[src/rtl/calc_pkg.sv]
// Shared calculator definitions: matrix geometry, scanner states and keycode helpers.
package calc_pkg;

  localparam int unsigned NUM_ROWS  = 4;
  localparam int unsigned NUM_COLS  = 5;
  localparam int unsigned KEYCODE_W = 5;
  localparam int unsigned ROW_W     = 2;
  localparam int unsigned COL_W     = 3;

  typedef enum logic [1:0] {
    SCAN,
    DEBOUNCE,
    HELD,
    RELEASE
  } scan_state_e;

  // Keycode numbering is 4*col + row, so key 0 is col 0/row 0 and key 19 is col 4/row 3.
  localparam logic [KEYCODE_W-1:0] KEY_FIRST = 5'd0;
  localparam logic [KEYCODE_W-1:0] KEY_LAST  = 5'd19;

  function automatic logic [KEYCODE_W-1:0] make_keycode(input logic [COL_W-1:0] col,
                                                        input logic [ROW_W-1:0] row);
    // With four rows, concatenation is exactly 4*col + row.
    return {col, row};
  endfunction

  function automatic logic [ROW_W-1:0] lowest_low_row(input logic [NUM_ROWS-1:0] r);
    logic [ROW_W-1:0] idx;
    idx = '0;
    for (int i = NUM_ROWS - 1; i >= 0; i--) begin
      if (!r[i]) idx = ROW_W'(i);
    end
    return idx;
  endfunction

endpackage

[src/rtl/sync_2ff.sv]
// Two-flop synchroniser for asynchronous level inputs, parameterised width and reset value.
module sync_2ff #(
  parameter int unsigned          WIDTH     = 1,
  parameter logic [WIDTH-1:0]     RESET_VAL = '0
) (
  input  logic             clock,
  input  logic             reset,
  input  logic [WIDTH-1:0] d,
  output logic [WIDTH-1:0] q
);

  logic [WIDTH-1:0] meta;

  always_ff @(posedge clock) begin
    if (reset) begin
      meta <= RESET_VAL;
      q    <= RESET_VAL;
    end else begin
      meta <= d;
      q    <= meta;
    end
  end

endmodule

[src/rtl/keypad_scanner.sv]
// Scans a 4x5 active-low key matrix one column at a time, debounces press and release,
// and emits one newkey strobe with keycode per accepted press.
module keypad_scanner
  import calc_pkg::*;
#(
  parameter int unsigned SETTLE_CYCLES   = 4,
  parameter int unsigned DEBOUNCE_CYCLES = 16
) (
  input  logic                 clock,
  input  logic                 reset,
  input  logic [NUM_ROWS-1:0]  rows,
  output logic [NUM_COLS-1:0]  cols,
  output logic                 newkey,
  output logic [KEYCODE_W-1:0] keycode
);

  localparam int unsigned SET_W = $clog2(SETTLE_CYCLES) + 1;
  localparam int unsigned DEB_W = $clog2(DEBOUNCE_CYCLES) + 1;

  localparam logic [SET_W-1:0] SETTLE_MAX = SET_W'(SETTLE_CYCLES);
  localparam logic [DEB_W-1:0] DEB_LAST   = DEB_W'(DEBOUNCE_CYCLES - 1);
  localparam logic [COL_W-1:0] COL_LAST   = COL_W'(NUM_COLS - 1);

  logic [NUM_ROWS-1:0] rows_s;

  scan_state_e          state_q, state_d;
  logic [COL_W-1:0]     col_idx_q, col_idx_d;
  logic [SET_W-1:0]     settle_q, settle_d;
  logic [DEB_W-1:0]     deb_q, deb_d;
  logic [NUM_ROWS-1:0]  cap_rows_q, cap_rows_d;
  logic [ROW_W-1:0]     cap_row_q, cap_row_d;
  logic                 newkey_q, newkey_d;
  logic [KEYCODE_W-1:0] keycode_q, keycode_d;

  logic                 any_low;
  logic [COL_W-1:0]     col_next;

  sync_2ff #(
    .WIDTH     (NUM_ROWS),
    .RESET_VAL ({NUM_ROWS{1'b1}})
  ) u_rows_sync (
    .clock (clock),
    .reset (reset),
    .d     (rows),
    .q     (rows_s)
  );

  always_comb begin
    any_low  = ~&rows_s;
    col_next = (col_idx_q == COL_LAST) ? '0 : col_idx_q + 1'b1;
  end

  always_comb begin
    state_d    = state_q;
    col_idx_d  = col_idx_q;
    settle_d   = settle_q;
    deb_d      = deb_q;
    cap_rows_d = cap_rows_q;
    cap_row_d  = cap_row_q;
    newkey_d   = 1'b0;
    keycode_d  = keycode_q;

    unique case (state_q)
      SCAN: begin
        if (settle_q < SETTLE_MAX) begin
          settle_d = settle_q + 1'b1;
        end else if (any_low) begin
          cap_rows_d = rows_s;
          cap_row_d  = lowest_low_row(rows_s);
          deb_d      = '0;
          state_d    = DEBOUNCE;
        end else begin
          col_idx_d = col_next;
          settle_d  = '0;
        end
      end
      DEBOUNCE: begin
        // Any change in the row pattern, including a second key, restarts detection.
        if (rows_s != cap_rows_q) begin
          settle_d = '0;
          state_d  = SCAN;
        end else if (deb_q >= DEB_LAST) begin
          newkey_d  = 1'b1;
          keycode_d = make_keycode(col_idx_q, cap_row_q);
          state_d   = HELD;
        end else begin
          deb_d = deb_q + 1'b1;
        end
      end
      HELD: begin
        if (!any_low) begin
          deb_d   = '0;
          state_d = RELEASE;
        end
      end
      RELEASE: begin
        if (any_low) begin
          state_d = HELD;
        end else if (deb_q >= DEB_LAST) begin
          col_idx_d = col_next;
          settle_d  = '0;
          state_d   = SCAN;
        end else begin
          deb_d = deb_q + 1'b1;
        end
      end
      default: state_d = SCAN;
    endcase
  end

  always_ff @(posedge clock) begin
    if (reset) begin
      state_q    <= SCAN;
      col_idx_q  <= '0;
      settle_q   <= '0;
      deb_q      <= '0;
      cap_rows_q <= '1;
      cap_row_q  <= '0;
      newkey_q   <= 1'b0;
      keycode_q  <= '0;
    end else begin
      state_q    <= state_d;
      col_idx_q  <= col_idx_d;
      settle_q   <= settle_d;
      deb_q      <= deb_d;
      cap_rows_q <= cap_rows_d;
      cap_row_q  <= cap_row_d;
      newkey_q   <= newkey_d;
      keycode_q  <= keycode_d;
    end
  end

  always_comb begin
    cols    = ~(NUM_COLS'(1) << col_idx_q);
    newkey  = newkey_q;
    keycode = keycode_q;
  end

endmodule

[config.mk]
export PLATFORM = sky130hd
export DESIGN_NAME = keypad_scanner
export DESIGN_NICKNAME = d
export VERILOG_FILES = /design/src/rtl/calc_pkg.sv /design/src/rtl/sync_2ff.sv /design/src/rtl/keypad_scanner.sv
export SDC_FILE = /design/constraint.sdc
export NUM_CORES = 1
export LEC_CHECK = 0
export ABC_AREA = 1
export BUFFER_PORTS_ARGS = -buffer_cell sky130_fd_sc_hd__clkbuf_2
export CAP_MARGIN = 5
export CELL_PAD_IN_SITES_DETAIL_PLACEMENT = 0
export CELL_PAD_IN_SITES_GLOBAL_PLACEMENT = 2
export CORE_ASPECT_RATIO = 1.4
export CORE_MARGIN = 4
export CORE_UTILIZATION = 25
export CTS_BUF_LIST = sky130_fd_sc_hd__clkbuf_4 sky130_fd_sc_hd__clkbuf_8 sky130_fd_sc_hd__clkbuf_16
export DETAILED_ROUTE_END_ITERATION = 10
export PLACE_DENSITY_LB_ADDON = 0.1
export SYNTH_ARGS = -nofsm -noshare
export SYNTH_HDL_FRONTEND = slang
export SYNTH_HIERARCHICAL = 1
export SYNTH_SLANG_ARGS = --single-unit
[constraint.sdc]
create_clock -name clock -period 3.9 [get_ports clock]
set_clock_uncertainty 0.05 [all_clocks]
set_input_delay 1.17 -clock clock [delete_from_list [all_inputs] [get_ports clock]]
set_output_delay 1.17 -clock clock [all_outputs]
set_load 0.02 [all_outputs]
Yosys cells after proc, flatten, opt, wreduce, memory -nomap -nowiden
Index checks and enable logic that the tools add are counted.
- $lt $le $gt $ge: 2
- shift operators: 1
- reductions and logical operators: 11
- eq/ne operators: 16
- muxes and demuxes: 32
- add/sub/neg operators: 3
- bitwise logic cells: 5
- operators with widths (cell ; number):
    3-bit 2-to-1 mux ; 10
    5-bit 2-to-1 mux ; 6
    2-bit 2-to-1 mux ; 11
    5-bit case mux with 4 select lines ; 1
    5-bit AND reduction ; 4
    2-bit inequality test, second input constant ; 8
    3-bit inequality test, second input constant ; 3
    3-bit case mux with 3 select lines ; 1
    2-bit case mux with 4 select lines ; 1
    3-bit by 1-bit adder with 3-bit output, second input constant ; 2
    3-bit case mux with 2 select lines ; 1
    3-bit AND reduction ; 2
    5-bit by 1-bit adder with 5-bit output, second input constant ; 1
    5-bit by 4-bit >= comparator with 1-bit output, second input constant ; 1
    5-bit NOT ; 1
    1-bit by 3-bit << shifter with 5-bit output, first input constant ; 1
    2-bit == test, second input constant ; 2
    4-bit inequality test ; 1
    1-bit NOT ; 4
    4-bit AND reduction ; 1
    3-bit == test, second input constant ; 1
    3-bit < comparator, second input constant ; 1
    3-bit nonzero test ; 1
    3-bit OR reduction ; 1
    4 further kinds ; 4
- register bits after elaboration: 33
- input bits: 6
- output and inout bits: 11
- word-level logic and storage cells: 80

Longest topological paths before layout
Gate-level depths: netlist (run 1).
- depth after elaboration: 5
- mapped depth: 11
- depth with buffers taken out: 11

Hierarchy
The synthesis (run 1) kept the hierarchy.
- modules (own cells, without submodules) (module ; area an instance (um2) ; instances ; cells each):
    keypad_scanner ; 1416.4 ; 1 ; 204
    sync_2ff ; 224.0 ; 1 ; 25

Least setup slack after synthesis (run 1)
OpenSTA, ideal clock, no wires.
- path kind: input to register
- from: input reset
- to: register cap_rows_q[0]
- setup slack: 1.834 ns
- path buffers: 2
- arrival: 1.878 ns
- library setup time: 0.138 ns
- cell stages on the path: 4
- cell sequence: clkbuf_1 > inv_1 > buf_1 > o211ai_1
- RTL lines (element ; RTL line ; source):
    start, declared ; keypad_scanner.sv:10 ; input logic reset,
    end signal, assigned ; keypad_scanner.sv:126 ; cap_rows_q <= cap_rows_d;
    end, declared ; keypad_scanner.sv:30 ; logic [NUM_ROWS-1:0] cap_rows_q, cap_rows_d;
No word-level cell between the ends.

Worst setup path after layout (run 1)
- from: register col_idx_q[0]
- to: output cols[4]
- cells in the longest elaborated chain, start to end: 2
- RTL lines (element ; RTL line ; source):
    start, declared ; keypad_scanner.sv:27 ; logic [COL_W-1:0] col_idx_q, col_idx_d;
    start signal, assigned ; keypad_scanner.sv:123 ; col_idx_q <= col_idx_d;
    1-bit by 3-bit << shifter with 5-bit output ; keypad_scanner.sv:134 ; cols = ~(NUM_COLS'(1) << col_idx_q);
    5-bit NOT ; keypad_scanner.sv:134 ;
    end, declared ; keypad_scanner.sv:12 ; output logic [NUM_COLS-1:0] cols,
No other way between the ends.

==> results of run 1 <==
==> sequential cells by signal (all words and copies together) (netlist names) <==
signal            cells
settle_q              3
col_idx_q             3
cap_rows_q            4
deb_q                 5
u_rows_sync/q         4
newkey                1
keycode               5
cap_row_q             2
state_q               2
u_rows_sync/meta      4
==> synth_stat cells, drive strengths merged (3+ instances only) <==
cell type	count	area share [%]
a21oi	13	4.0
buf	3	0.84
dfxtp	33	40
ha	8	6.1
inv	39	8.9
nand2	71	17
nand3	8	3.5
nand4	8	3.1
nor2	27	9.0
o211ai	4	1.8
o21ai	9	3.0
==> cell families (layout without fill, tap and decap cells) <==
| kind of cell | Yosys count | count (layout) | share of synthesized area, % |
|---|---|---|---|
| and+or+nand+nor | 115 | 115 | 33.2 |
| buffers and inverters | 44 | 64 | 10.2 |
| AOI/OAI and AO/OA | 28 | 28 | 9.69 |
| DFF | 33 | 33 | 40.3 |
| xor gates and xnor gates | 1 | 1 | 0.534 |
| adders and majority gates | 8 | 8 | 6.10 |
==> layout by cell type (no fill, tap or decap), types with 2 or more instances in the layout <==
| master | instances |
|---|---|
| clkinv_2 | 2 |
| nor2_4 | 3 |
| nand2_2 | 2 |
| nand3_1 | 6 |
| nand2_1 | 68 |
| dfxtp_1 | 33 |
| inv_1 | 34 |
| nand4_1 | 8 |
| ha_1 | 8 |
| clkbuf_8 | 5 |
| nor2_2 | 3 |
| inv_2 | 5 |
| o211ai_1 | 4 |
| o21ai_1 | 7 |
| nor2_1 | 20 |
| a21oi_1 | 13 |
| clkbuf_2 | 16 |
==> layout make-up <==
cell class              count  area (um^2)
clock inverters             3         17.5
fillers                   711         4420
flip-flops and latches     33          661
repair buffers             16         80.1
clock buffers               5         68.8
multi-input cells         152          812
well taps                  72         90.1
inverters                  40          150
==> critical path, delay by kind of cell (launching register included) <==
family	cells	cell delay, ns
adders and majority gates	1	0.23
buffers and inverters	2	0.30
DFF	1	0.40
and+or+nand+nor	1	0.12
==> power by group through the flow <==
stage          clock network [mW]  registers (mW)  logic, mW
6_report                    0.258           0.416      0.359
3_5_place_dp                    0           0.423      0.365
3_3_place_gp                    0           0.424      0.369
2_1_floorplan                   0           0.408      0.297
4_1_cts                     0.275           0.416      0.367
5_1_grt                     0.289           0.422      0.417
==> worst max-delay path by stage <==
stage                                          from                          to  cells after the start
after floorplan                               reset  cap_rows_q[0]$_SDFFE_PP1P_                      4
after global placement                        reset     keycode[2]$_SDFFE_PP0P_                      4
after detailed placement                      reset     keycode[4]$_SDFFE_PP0P_                      4
after CTS                 col_idx_q[0]$_SDFFE_PP0P_                     cols[4]                      4
after global routing      col_idx_q[0]$_SDFFE_PP0P_                     cols[4]                      4
final                     col_idx_q[0]$_SDFFE_PP0P_                     cols[4]                      4
==> through the flow <==
| stage | total power, mW | hold slack, ns | cell area, um^2 | setup WS [ns] | utilization (%) |
|---|---|---|---|---|---|
| after detailed placement | 0.789 | 0.343 | 1790 | 1.61 | 28.5 |
| after floorplan | 0.704 | 0.330 | 1640 | 1.83 | - |
| after global placement | 0.793 | 0.338 | 1790 | 1.64 | 28.5 |
| after global routing | 1.13 | 0.391 | 1880 | 1.25 | 29.8 |
| after CTS | 1.06 | 0.363 | 1880 | 1.32 | 29.8 |
| final | 1.03 | 0.358 | 1880 | 1.35 | 29.8 |
==> routing by layer <==
layer | vias up | share of wire [%] | global-route usage (%)
met5 | - | 0 | 0
met4 | 0 | 2.3 | 4.92
met3 | 9 | 3.0 | 2.26
met2 | 20 | 49 | 18.7
met1 | 608 | 45 | 11.3
li1 | 754 | - | -
==> impl_metrics.py, run 1 <==
metrics = {
    "outcome": {
        "outcome": "complete, no violations",
    },
    "min_path": {
        "min_to": "u_rows_sync/q[2]$_SDFF_PP1_",
        "min_path_cells": 2,
        "min_from": "u_rows_sync/meta[2]$_SDFF_PP1_",
        "hold_path.class": "register to register",
    },
    "die": {
        "die_w_um": 76.5,
        "start_util_pct": 26.1,
        "die_area_um2": 7940,
        "core_area_um2": 6300,
        "fp.dieH_um": 104,
        "rows": 34,
        "io_pins": 17,
    },
    "placement": {
        "globalplace.congestion": 0.723,
        "port_buffers": 16,
        "dpl.cell_count": 313,
        "dp_hpwl_mm": 2.79,
    },
    "critical_path": {
        "r2r.worst_path.cells": 11,
        "critPathArrivalTime_ns": 1.33,
        "cp_slowest_cell": "dfxtp_1",
        "r2r_end": "col_idx_q[2]$_SDFFE_PP0P_",
        "critPathMaxStageDelay_ns": 0.40,
        "critPathMaxFanout": 4,
        "crit_required_ns": 2.68,
        "end_kind": "primary output",
        "r2r_start": "deb_q[0]$_SDFFE_PP0P_",
        "cp-start-kind": "register",
        "path_class": "register to primary output",
        "path_cells": "inv_1 > ha_1 > nand2_1 > clkbuf_2",
        "r2r_slack_ns": 2.04,
    },
    "synth": {
        "ys_ff_latch": 33,
        "synth.distinct_cells": 28,
        "syn_area_um2": 1640,
        "ys.warnings.count": 6,
        "syn_nets": 243,
        "avgSynthCellArea_um2": 7.16,
        "synthFlopType": "dfxtp_1",
        "syn_inst": 229,
        "synthArstFlopShare_pct": 0,
        "synth-edff-count": 0,
        "ys_seq_area_share_pct": 40.3,
    },
    "global_route": {
        "grt_pass1_wl_mm": 6.62,
        "grt_max_degree": 17,
        "antenna_found_initial": 0,
        "grt_usage_pct": 10.4,
        "grt-ovfl-total": 0,
        "grt_pass1_vias": 1439,
    },
    "cts": {
        "cts_tree": "done",
        "postCtsSetupBuffers": 0,
        "htreeDepth": 2,
        "path_clk_slew_ns": 0.07,
        "clock_sinks": 33,
        "clk_latency_ns": 0.28,
        "clockBufferDepth": 2,
        "holdBufCountCts": 0,
        "cts_root_buf": "clkbuf_8",
        "cts_resized": 0,
        "numCtsBuffers": 5,
    },
    "pwr": {
        "switching_share_pct": 39.8,
        "switchingPower_mw": 0.412,
        "power.leakage_nw": 1.00,
        "peakVddDrop_uv": 194,
        "seq_power_share_pct": 40.3,
        "clkPwrFrac_pct": 25.0,
        "combPwrFrac_pct": 34.7,
        "p_per_area_nw_per_um2": 550,
        "p_int_mw": 0.622,
    },
    "detailed_routing": {
        "postRouteAntennaNets": 0,
        "drt_iter0_markers": 49,
        "post-route-drc-count": 0,
        "routed_wl_mm": 3.75,
        "vias": 1391,
        "drt_first_pass_iters": 4,
        "via_per_inst": 4.33,
        "wire_per_inst_um": 11.7,
    },
    "timing": {
        "final_max_slew_viol_count": 0,
        "hold_viol": 0,
        "rsz0062_at_grt": "false",
        "timing.final.crit_share_pct": 65.5,
        "setup_viol": 0,
        "fmax_mhz": 392,
        "relSlewSlack_pct": 64.5,
        "period_needed_ns": 2.55,
        "worst_pin_slew_ns": 0.532,
        "fin_setup_tns_ns": 0,
    },
    "finish": {
        "fin_cells": 321,
        "synthToLayoutAreaGrowth_pct": 14.6,
        "diodes": 0,
        "nets": 262,
        "drive_above_1_share_pct": 17.3,
    },
    "job": {
        "maxCapViolations": 0,
    },
}
Power figures use the tool's default switching activity.
==> inputs of run 2 (changes only) <==
clock period = 2.4 ns   (was 3.9 ns; I/O delays follow)
==> run 2 against run 1 <==
Compared with the run above:
- die area unchanged
- combinational power increased by 62%
- clock-buffer cell count unchanged
- register-to-register slack got worse by 1.5 ns
- worst hold slack got worse by 0.0029 ns
- total power increased by 73%
- cell area increased by 1.9%
- final cell count increased by 0.31%
- critical path depth unchanged
- non-clock buffer count increased by 1
- flip-flop and latch count unchanged
- wire length about the same
==> impl_metrics.py, run 2 (synthesis results as in run 1) <==
metrics = {
    "critical_path": {
        "crit_required_ns": 1.63,
        "critPathMaxStageDelay_ns": 0.40,
        "end_kind": "primary output",
        "path_cells": "inv_1 > ha_1 > nand2_1 > clkbuf_2",
        "cp-start-kind": "register",
        "path_class": "register to primary output",
        "critPathMaxFanout": 4,
        "cp_top_family": "flip-flops",
        "cp_slowest_cell": "dfxtp_1",
        "critPathArrivalTime_ns": 1.34,
        "path_buf_inv": 2,
    },
    "finish": {
        "diodes": 0,
        "nets": 263,
        "layout_commonest_cell": "nand2_1",
        "mostFrequentLayoutCells": "nand2_1, inv_1, dfxtp_1",
        "drive_above_1_share_pct": 17.6,
        "fin_util_pct": 30.4,
        "fin_cells": 322,
        "synthToLayoutAreaGrowth_pct": 16.8,
    },
    "die": {
        "fp.dieH_um": 104,
        "die_area_um2": 7940,
        "start_util_pct": 26.1,
        "die_w_um": 76.5,
        "rows": 34,
        "core_area_um2": 6300,
        "io_pins": 17,
    },
    "detailed_routing": {
        "postRouteAntennaNets": 0,
        "vias": 1364,
        "drt_iter0_markers": 35,
        "via_per_inst": 4.24,
        "post-route-drc-count": 0,
        "routed_wl_mm": 3.75,
        "wire_per_inst_um": 11.6,
        "drt_first_pass_iters": 4,
    },
    "global_route": {
        "grt_max_degree": 17,
        "grt_pass1_wl_mm": 6.44,
        "grt_usage_pct": 10.2,
        "antenna_found_initial": 0,
        "grt_pass1_vias": 1366,
        "grt-ovfl-total": 0,
    },
    "timing": {
        "rsz0062_at_grt": "false",
        "hold_viol": 0,
        "relSlewSlack_pct": 72.9,
        "period_needed_ns": 2.11,
        "worst_pin_slew_ns": 0.406,
        "fin_setup_tns_ns": 0,
        "final_max_slew_viol_count": 0,
        "setup_viol": 0,
        "setup_ws_ns": 0.295,
        "fmax_mhz": 475,
        "timing.final.crit_share_pct": 87.7,
    },
    "job": {
        "maxCapViolations": 0,
    },
    "placement": {
        "dpl_worst_slack_ns": 0.591,
        "port_buffers": 16,
        "dpl.cell_count": 314,
        "globalplace.congestion": 0.728,
        "dp_hpwl_mm": 2.80,
    },
    "cts": {
        "clock_sinks": 33,
        "clk_latency_ns": 0.29,
        "holdBufCountCts": 0,
        "postCtsSetupBuffers": 0,
        "numCtsBuffers": 5,
        "htreeDepth": 2,
        "cts_root_buf": "clkbuf_8",
        "clockBufferDepth": 2,
        "cts_tree": "done",
        "cts_resized": 0,
        "path_clk_slew_ns": 0.08,
    },
    "outcome": {
        "outcome": "complete, no violations",
    },
    "pwr": {
        "power.leakage_nw": 1.02,
        "p_per_area_nw_per_um2": 934,
        "peakVddDrop_uv": 328,
    },
    "min_path": {
        "hold_path.class": "register to register",
    },
}
## run 2: power breakdown
group	internal [mW]	switching, mW
Combinational	0.197	0.384
Sequential	0.615	0.0585
Clock	0.311	0.223
## run 2: worst register-to-register path: cells and delay by family, from the launching register on
kind	cells	cell delay [ns]
compound gates	1	0.26
fa+ha+maj	2	0.36
simple gates	6	0.50
buf+inv	2	0.14
flops	1	0.42
## run 2: worst paths after layout
path	startpoint	end	slack [ns]	cells past startpoint
min	u_rows_sync/meta[2]$_SDFF_PP1_	u_rows_sync/q[2]$_SDFF_PP1_	0.36	2
max reg2reg	deb_q[0]$_SDFFE_PP0P_	col_idx_q[1]$_SDFFE_PP0P_	0.57	11
min reg2reg	u_rows_sync/meta[2]$_SDFF_PP1_	u_rows_sync/q[2]$_SDFF_PP1_	0.36	2
max	col_idx_q[0]$_SDFFE_PP0P_	cols[4]	0.29	4
## run 2: area by class of cell
| type | instances | area, um^2 |
|---|---|---|
| fillers | 722 | 4380 |
| multi-input cells | 152 | 812 |
| flip-flops and latches | 33 | 661 |
| inverters | 40 | 150 |
| well taps | 72 | 90.1 |
| repair buffers | 17 | 87.6 |
| clock buffers | 5 | 68.8 |
| clock inverters | 3 | 46.3 |
## run 2: per-layer routing
layer	GRT usage (%)	share of wire [%]	vias up
met5	0	0	-
met3	2.52	3.1	7
li1	-	-	757
met4	5.05	2.1	0
met1	11.2	43	576
met2	18.2	51	24
## run 2: per-stage QoR
step | cell area (um^2) | hold WS (ns) | power, mW
6_report | 1920 | 0.355 | 1.79
5_1_grt | 1920 | 0.377 | 1.94
4_1_cts | 1920 | 0.358 | 1.84
3_5_place_dp | 1800 | 0.338 | 1.28
3_3_place_gp | 1800 | 0.338 | 1.29
2_1_floorplan | 1640 | 0.330 | 1.14
==> inputs of run 3 (changes only) <==
REMOVE_ABC_BUFFERS = 1   (was default)
SLEW_MARGIN = 30   (was default)
==> run 3 against run 2 <==
Compared with the run above:
- flip-flop and latch count unchanged
- total power fell by 2.8%
- global-route usage is 0.22 points higher
- fmax shrank 0.48%
- sequential power barely moved
- register-to-register slack better by 0.02 ns
- non-clock buffer count unchanged
- cell area is 0.72% lower
- critical path depth unchanged
- via count rose by 2.8%
- largest power group unchanged
- core utilization shrank 0.22 points
- die area unchanged
==> impl_metrics.py, run 3 (synthesis results as in run 1) <==
metrics = {
    "detailed_routing": {
        "post-route-drc-count": 0,
        "drt_first_pass_iters": 4,
        "vias": 1402,
        "wire_per_inst_um": 11.6,
        "via_per_inst": 4.35,
        "drt_iter0_markers": 41,
        "routed_wl_mm": 3.75,
        "postRouteAntennaNets": 0,
    },
    "critical_path": {
        "cp_slowest_cell": "dfxtp_1",
        "r2r_slack_ns": 0.59,
        "end_kind": "primary output",
        "critPathMaxFanout": 4,
        "crit_required_ns": 1.63,
        "critPathMaxStageDelay_ns": 0.40,
        "r2r_end": "col_idx_q[1]$_SDFFE_PP0P_",
        "path_cells": "inv_1 > ha_1 > nand2_1 > clkbuf_2",
        "path_class": "register to primary output",
        "r2r.worst_path.cells": 11,
        "cp-start-kind": "register",
        "critPathArrivalTime_ns": 1.35,
        "r2r_start": "deb_q[0]$_SDFFE_PP0P_",
    },
    "timing": {
        "hold_viol": 0,
        "fmax_mhz": 473,
        "rsz0062_at_grt": "false",
        "final_max_slew_viol_count": 0,
        "setup_viol": 0,
        "timing.final.crit_share_pct": 88.1,
        "period_needed_ns": 2.12,
        "fin_setup_tns_ns": 0,
        "holdWs_ns": 0.356,
        "worst_pin_slew_ns": 0.424,
        "relSlewSlack_pct": 71.7,
    },
    "cts": {
        "postCtsSetupBuffers": 0,
        "cts_tree": "done",
        "htreeDepth": 2,
        "cts_resized": 0,
        "clockBufferDepth": 2,
        "clock_sinks": 33,
        "clk_latency_ns": 0.29,
        "holdBufCountCts": 0,
        "path_clk_slew_ns": 0.08,
        "numCtsBuffers": 5,
        "cts_root_buf": "clkbuf_8",
    },
    "die": {
        "rows": 34,
        "die_w_um": 76.5,
        "start_util_pct": 26.1,
        "fp.dieH_um": 104,
        "core_area_um2": 6300,
        "io_pins": 17,
        "die_area_um2": 7940,
    },
    "placement": {
        "globalplace.congestion": 0.685,
        "port_buffers": 16,
        "dp_hpwl_mm": 2.80,
    },
    "finish": {
        "layout_commonest_cell": "nand2_1",
        "mostFrequentLayoutCells": "nand2_1, inv_1, dfxtp_1",
        "synthToLayoutAreaGrowth_pct": 15.9,
        "nets": 263,
        "drive_above_1_share_pct": 17.6,
        "diodes": 0,
    },
    "pwr": {
        "peakVddDrop_uv": 277,
        "power.leakage_nw": 1.02,
        "p_per_area_nw_per_um2": 914,
    },
    "global_route": {
        "grt_pass1_vias": 1393,
        "grt_pass1_wl_mm": 6.71,
        "antenna_found_initial": 0,
        "grt-ovfl-total": 0,
        "grt_max_degree": 13,
        "grt_usage_pct": 10.5,
    },
    "min_path": {
        "min_to": "u_rows_sync/q[2]$_SDFF_PP1_",
        "min_from": "u_rows_sync/meta[2]$_SDFF_PP1_",
        "hold_path.class": "register to register",
        "min_path_cells": 2,
    },
    "outcome": {
        "outcome": "complete, no violations",
    },
    "job": {
        "maxCapViolations": 0,
    },
}
run 3: changes by cell type in the layout (fill, tap and decap cells not counted):
cell | before | now
clkinvlp_4 | 1 | 0
clkinv_4 | 1 | 0
clkbuf_8 | 5 | 7
bufinv_16 | 1 | 0
clkinv_2 | 0 | 1
run 3: report_power, final:
group	total, mW	switching, mW	internal (mW)
Clock	0.472	0.212	0.259
Combinational	0.591	0.393	0.198
Sequential	0.675	0.0598	0.615
run 3: worst max-delay path, delay by kind of cell, from the launching register on:
| kind | cells | cell delay [ns] |
|---|---|---|
| flops | 1 | 0.40 |
| buf+inv | 2 | 0.31 |
| fa+ha+maj | 1 | 0.23 |
| simple gates | 1 | 0.12 |
run 3: how the worst max path moves through the flow:
stage | startpoint | endpoint | slack (ns) | cells past startpoint
final | col_idx_q[0]$_SDFFE_PP0P_ | cols[4] | 0.28 | 4
after global routing | col_idx_q[0]$_SDFFE_PP0P_ | cols[4] | 0.17 | 4
after CTS | col_idx_q[0]$_SDFFE_PP0P_ | cols[4] | 0.24 | 4
after detailed placement | col_idx_q[0]$_SDFFE_PP0P_ | cols[4] | 0.58 | 4
after global placement | col_idx_q[0]$_SDFFE_PP0P_ | cols[4] | 0.55 | 4
after floorplan | col_idx_q[0]$_SDFFE_PP0P_ | cols[4] | 0.79 | 3
run 3: metal layers:
metal | track usage (%) | vias up | part of all wire (%)
met5 | 0 | - | 0
met4 | 4.27 | 0 | 1.9
met3 | 2.69 | 7 | 3.2
met2 | 17.1 | 24 | 47
met1 | 13.0 | 613 | 48
li1 | - | 758 | -
run 3: per-stage QoR:
| stage | setup slack, ns | cells | area, um^2 | util [%] | total power [mW] |
|---|---|---|---|---|---|
| after floorplan | 0.786 | 225 | 1620 | - | 1.14 |
| after global placement | 0.547 | 314 | 1800 | 28.6 | 1.30 |
| after detailed placement | 0.576 | 314 | 1800 | 28.6 | 1.29 |
| after CTS | 0.243 | 322 | 1900 | 30.2 | 1.78 |
| after global routing | 0.171 | 322 | 1900 | 30.2 | 1.90 |
| final | 0.285 | 322 | 1900 | 30.2 | 1.74 |
run 3: final cells by class:
class / count / area, um^2
Clock buffer: 7 / 96.3
Clock inverter: 1 / 5.00
Fill cell: 705 / 4390
Inverter: 40 / 150
Multi-Input combinational cell: 152 / 812
Sequential cell: 33 / 661
Tap cell: 72 / 90.1
Timing Repair Buffer: 17 / 87.6
